===== src/rtl/mp_add_seq.sv =====
// Multi-precision sequential adder: computes a+b+cin over NSLICE 32-bit
// slices, one slice per cycle starting from the LSB slice, with the carry
// held in a register between slices.
//
// Handshakes: a transfer happens on a rising clk edge where valid and ready
// are both high. in_ready is high only in IDLE (and never while rst_n is low).
// out_valid stays high with out_sum/out_cout frozen until out_ready is seen.
module mp_add_seq #(
  parameter  int NSLICE = 4,
  localparam int W      = 32 * NSLICE
) (
  input  logic         clk,
  input  logic         rst_n,
  input  logic         in_valid,
  output logic         in_ready,
  input  logic [W-1:0] in_a,
  input  logic [W-1:0] in_b,
  input  logic         in_cin,
  output logic         out_valid,
  input  logic         out_ready,
  output logic [W-1:0] out_sum,
  output logic         out_cout,
  output logic         busy,
  output logic [1:0]   dbg_state_o
);

  localparam int IW = (NSLICE > 1) ? $clog2(NSLICE) : 1;
  localparam logic [IW-1:0] LAST_IDX = IW'(NSLICE - 1);

  typedef enum logic [1:0] {
    IDLE = 2'd0,
    RUN  = 2'd1,
    DONE = 2'd2
  } state_t;

  state_t        state_q, state_d;
  logic [IW-1:0] idx_q, idx_d;
  logic [W-1:0]  a_q, a_d;
  logic [W-1:0]  b_q, b_d;
  logic          carry_q, carry_d;
  logic [W-1:0]  sum_q, sum_d;
  logic          cout_q, cout_d;
  logic          valid_q, valid_d;

  logic [31:0]   slice_a;
  logic [31:0]   slice_b;
  logic [31:0]   slice_sum;
  logic          slice_cout;

  // Select the operand slice currently being added.
  always_comb begin
    slice_a = a_q[32*idx_q +: 32];
    slice_b = b_q[32*idx_q +: 32];
  end

  // 32-bit ripple-carry slice adder fed by the chained carry register.
  always_comb begin
    logic c;
    slice_sum = '0;
    c         = carry_q;
    for (int i = 0; i < 32; i++) begin
      slice_sum[i] = slice_a[i] ^ slice_b[i] ^ c;
      c            = (slice_a[i] & slice_b[i]) | (c & (slice_a[i] ^ slice_b[i]));
    end
    slice_cout = c;
  end

  // Next-state and datapath update for the IDLE -> RUN -> DONE sequence.
  always_comb begin
    state_d = state_q;
    idx_d   = idx_q;
    a_d     = a_q;
    b_d     = b_q;
    carry_d = carry_q;
    sum_d   = sum_q;
    cout_d  = cout_q;
    valid_d = valid_q;
    case (state_q)
      IDLE: begin
        if (in_valid) begin
          a_d     = in_a;
          b_d     = in_b;
          carry_d = in_cin;
          idx_d   = '0;
          state_d = RUN;
        end
      end
      RUN: begin
        sum_d[32*idx_q +: 32] = slice_sum;
        carry_d               = slice_cout;
        if (idx_q == LAST_IDX) begin
          cout_d  = slice_cout;
          valid_d = 1'b1;
          state_d = DONE;
        end else begin
          idx_d = idx_q + IW'(1);
        end
      end
      DONE: begin
        // A same-cycle in_valid is deliberately not taken here; it is
        // accepted on the next cycle once back in IDLE.
        if (out_ready) begin
          valid_d = 1'b0;
          state_d = IDLE;
        end
      end
      default: state_d = IDLE;
    endcase
  end

  // State register with synchronous active-low reset; reset discards any
  // operation in flight.
  always_ff @(posedge clk) begin
    if (!rst_n) begin
      state_q <= IDLE;
      idx_q   <= '0;
      a_q     <= '0;
      b_q     <= '0;
      carry_q <= 1'b0;
      sum_q   <= '0;
      cout_q  <= 1'b0;
      valid_q <= 1'b0;
    end else begin
      state_q <= state_d;
      idx_q   <= idx_d;
      a_q     <= a_d;
      b_q     <= b_d;
      carry_q <= carry_d;
      sum_q   <= sum_d;
      cout_q  <= cout_d;
      valid_q <= valid_d;
    end
  end

  assign in_ready    = (state_q == IDLE) & rst_n;
  assign out_valid   = valid_q;
  assign out_sum     = sum_q;
  assign out_cout    = cout_q;
  assign busy        = (state_q == RUN) | (state_q == DONE);
  assign dbg_state_o = state_q;

endmodule


===== config.mk =====
export PLATFORM = sky130hd
export DESIGN_NAME = mp_add_seq
export DESIGN_NICKNAME = d
export VERILOG_FILES = /design/src/rtl/mp_add_seq.sv
export SDC_FILE = /design/constraint.sdc
export NUM_CORES = 1
export LEC_CHECK = 0
export BUFFER_PORTS_ARGS = -buffer_cell sky130_fd_sc_hd__buf_2
export CELL_PAD_IN_SITES_DETAIL_PLACEMENT = 0
export CELL_PAD_IN_SITES_GLOBAL_PLACEMENT = 1
export CORE_MARGIN = 3
export CORE_UTILIZATION = 43
export DETAILED_ROUTE_END_ITERATION = 16
export PLACE_DENSITY = 0.94
export SLEW_MARGIN = 10
export SYNTH_ARGS = -nofsm -noshare
export SYNTH_HDL_FRONTEND = slang
export SYNTH_SLANG_ARGS = --single-unit

===== constraint.sdc =====
create_clock -name clk -period 39.2 [get_ports clk]
set_input_delay 7.84 -clock clk [delete_from_list [all_inputs] [get_ports clk]]
set_output_delay 7.84 -clock clk [all_outputs]
set_load 0.05 [all_outputs]

==> flow_summary.json <==
{
  "worst_slew_pin_slew_ns": 1.15,
  "wire_per_inst_um": 19.1,
  "detailedPlacementHpwl_mm": 37.4,
  "rr_startpoint": "idx_q[0]",
  "critical_path.cell_chain": "buf_2 -> inv_8 -> nor2_1 -> buf_2",
  "antenna_found_initial": 8,
  "minimum_period_implied_by_the_final_worst_setup_slack_ns": 16.81,
  "routed-wl-met3_mm": 3.94,
  "cp_max_fo": 174,
  "cts_buffers": 42,
  "cp.arrival_ns": 8.97,
  "ctsLongestPathBuffers": 3,
  "power_density_nw_per_um2": 48.3,
  "via_count_of_the_first_global_routing_pass": 13800,
  "worst_setup_hold_path_clk_slew_ns": 0.06,
  "setup_violations": 0,
  "globalRoute.totalOverflow": 0,
  "crit_required_ns": 31.36,
  "routabilityCongestion": 0.874,
  "fp.dieW_um": 201,
  "switching_power_w": 0.000253,
  "hold_path.class": "flip-flop to flip-flop",
  "power.share.switching_pct": 26.4,
  "postRouteAntennaNets": 0,
  "timing.fmax_ghz": 0.0595,
  "flow.area_growth_from_synthesis_pct": 21.5,
  "synth-edff-count": 0,
  "rsz0062_at_grt": "no",
  "post_cts_resize_count": 0,
  "first_pass_iters": 7,
  "cts.htree.levels": 2,
  "fillers": 3456,
  "tritoncts": "yes",
  "post-route-drc-count": 0,
  "power.ir.vdd_worst_uv": 28.9,
  "synthCells": 1871,
  "drive_above_1_share_pct": 24.7,
  "grt_first_pass_wirelength_mm": 78.3,
  "route.final.wire_length_mm": 51.8,
  "int_pwr_w": 0.000704,
  "hold_start": "b_q[66]",
  "cp.buffers_inverters": 3,
  "setup.worst_path.class": "primary input to output pin",
  "floorplan.die.height_um": 201,
  "crit_slowest_cell": "sky130_fd_sc_hd__inv_8",
  "worst_skew_pair.late_latency_ns": 0.55,
  "layout_setup_ws_ns": 22.39,
  "fin_worst_hold_slack_ns": 0.451,
  "ys_ff_latch": 391,
  "post_cts.repair.setup_buffers": 0,
  "min_period_over_period_pct": 42.9,
  "cpPeakStageDelay_ns": 0.62,
  "synth_sequential_area_ratio_pct": 48.0,
  "cap_violations": 0,
  "met2RoutedLength_mm": 24.4,
  "finalHoldViolations": 0,
  "finalSetupTns_ns": 0,
  "io_buffer_count": 394,
  "initial_core_util_pct": 44.1,
  "placementRows": 70,
  "root_buffer": "sky130_fd_sc_hd__clkbuf_16",
  "holdBufCountCts": 0,
  "detailedRoute.firstIterationViolations": 934,
  "synth-async-reset-ratio_pct": 0,
  "power_frac_comb_pct": 13.4,
  "top_cell_family_by_delay_on_the_critical_path": "buffers and inverters",
  "worst_path_most_repeated_cell": "sky130_fd_sc_hd__buf_2",
  "clkPwrFrac_pct": 41.8,
  "worstSetupEndpointType": "output pin",
  "yosys.cell_types.count": 31,
  "vias_per_cell": 5.31,
  "worst_setup_path_start_kind": "primary input",
  "post-place-ws_ns": 22.37,
  "grt_max_degree": 175,
  "final-max-slew-violation-count": 0,
  "slew_headroom_pct": 23.1,
  "core_area_um2": 37000,
  "worst_setup_path_startpoint": "rst_n",
  "status": "finished, final reports clean",
  "vias": 14400,
  "sequentialPowerShare_pct": 44.8,
  "route.layer.met1.wl_mm": 22.0,
  "leakage_dissipation_nw": 7.89,
  "netlist_area_um2": 16300,
  "die_area_um2": 40300,
  "number_of_sinks_driven_by_the_clock_tree": 391,
  "total_design_power_w": 0.000957,
  "postSynthNetCount": 2173,
  "top_signal_layer_used": "met5",
  "number_of_primary_i_o_pins": 395,
  "globalRouteTotalUtil_pct": 24.5,
  "finClkSkew_ns": 0.0134,
  "syn-mean-instance-area_um2": 8.71,
  "synth_flop_type": "sky130_fd_sc_hd__dfxtp_1",
  "num-nets-final": 2473,
  "ys_warn_count": 0
}
==> power by group through the flow <==
stage	registers, W	clock network, W	logic [W]
floorplan	0.000440	0	0.0000755
detailed placement	0.000437	0	0.000128
finish	0.000429	0.000400	0.000128
CTS	0.000429	0.000408	0.000128
global placement	0.000436	0	0.000126
global route	0.000431	0.000421	0.000140
==> flip-flops by register name, indices dropped and copies added (netlist names) <==
name,cells
a_q,128
b_q,128
carry_q,1
dbg_state_o,2
idx_q,2
out_cout,1
out_sum,128
out_valid,1
==> cells in the final DEF, fill, tap and decap left out, drive strengths merged, types with 3 or more instances in the layout <==
cell type | Yosys | layout
nand2b | 3 | 3
nor2 | 75 | 75
clkinv | 1 | 5
or3 | 57 | 57
clkbuf | 97 | 66
diode | 0 | 5
nand2 | 578 | 578
dfxtp | 391 | 391
mux4 | 64 | 64
ha | 9 | 9
and2 | 3 | 3
nor3b | 29 | 29
inv | 66 | 68
a21oi | 315 | 315
buf | 59 | 412
a32oi | 17 | 17
fa | 32 | 32
a22oi | 56 | 56
and3b | 3 | 3
==> cell families (layout without fill, tap and decap cells) <==
kind of cell / Yosys count / after routing / share of synthesized area, %
other: 0 / 5 / 0
buffers and inverters: 223 / 553 / 5.64
AO/OA/AOI/OAI: 396 / 396 / 13.5
multiplexers: 65 / 65 / 8.91
flip-flops: 391 / 391 / 48.0
adder cells (fa/ha/maj): 41 / 41 / 4.62
AND/OR/NAND/NOR: 755 / 755 / 19.2
==> tightest hold or removal path, stage by stage (launching register included) <==
cell                      delay [ns]
sky130_fd_sc_hd__dfxtp_1        0.30
sky130_fd_sc_hd__nand2_1        0.05
sky130_fd_sc_hd__a21oi_1        0.05
==> cells in the mapped netlist, types with 2 or more instances <==
master                     instances  area share (%)
sky130_fd_sc_hd__a32oi_1          17            0.91
sky130_fd_sc_hd__buf_6             3            0.21
sky130_fd_sc_hd__or3_1            57             2.2
sky130_fd_sc_hd__nor3b_1          29             1.3
sky130_fd_sc_hd__nor2b_1           2           0.077
sky130_fd_sc_hd__fa_1             32             3.9
sky130_fd_sc_hd__a31oi_1           2           0.077
sky130_fd_sc_hd__nand3_1           2           0.061
sky130_fd_sc_hd__a311oi_1          2            0.11
sky130_fd_sc_hd__and2_1            3            0.12
sky130_fd_sc_hd__mux4_2           64             8.8
sky130_fd_sc_hd__a21oi_1         315             9.7
sky130_fd_sc_hd__inv_1            66             1.5
sky130_fd_sc_hd__a211oi_1          2           0.092
sky130_fd_sc_hd__a22oi_1          56             2.6
sky130_fd_sc_hd__nand2_1         578              13
sky130_fd_sc_hd__buf_2            47             1.4
sky130_fd_sc_hd__clkbuf_1         97             2.2
sky130_fd_sc_hd__nor2_1           75             1.7
sky130_fd_sc_hd__ha_1              9            0.69
sky130_fd_sc_hd__dfxtp_1         391              48
sky130_fd_sc_hd__and3b_1           3            0.16
sky130_fd_sc_hd__nand2b_1          3            0.12
sky130_fd_sc_hd__buf_1             9            0.21
==> metrics by stage <==
stage / area (um2) / instances / util (%)
CTS: 19800 / 2705 / 53.5
detailed placement: 18400 / 2631 / 49.7
floorplan: 16300 / 1871 / -
finish: 19800 / 2710 / 53.6
global route: 19800 / 2707 / 53.6
global placement: 18400 / 2631 / 49.7
==> layer usage <==
metal | up-vias | GRT usage [%]
li1 | 6865 | -
met1 | 6874 | 33.0
met2 | 544 | 40.2
met3 | 93 | 4.90
met4 | 8 | 7.43
met5 | - | 0
==> path summary, 6_finish.rpt <==
kind / to / slack [ns] / depth (start not counted)
max: in_ready / 22.39 / 4
min reg2reg: b_q[66] / 0.45 / 2
min: b_q[66] / 0.45 / 2
max reg2reg: out_sum[127] / 24.80 / 40
==> area by class of cell <==
type	instances	area [um2]	share of cell area, %
Sequential cell	391	7840	39.6
Inverter	67	259	1.31
Clock inverter	8	93.8	0.474
Antenna cell	5	12.5	0.0632
Clock buffer	66	1310	6.60
Tap cell	504	631	3.18
Multi-Input combinational cell	1257	7560	38.2
Timing Repair Buffer	412	2110	10.6
(Power assumes the default switching activity.)
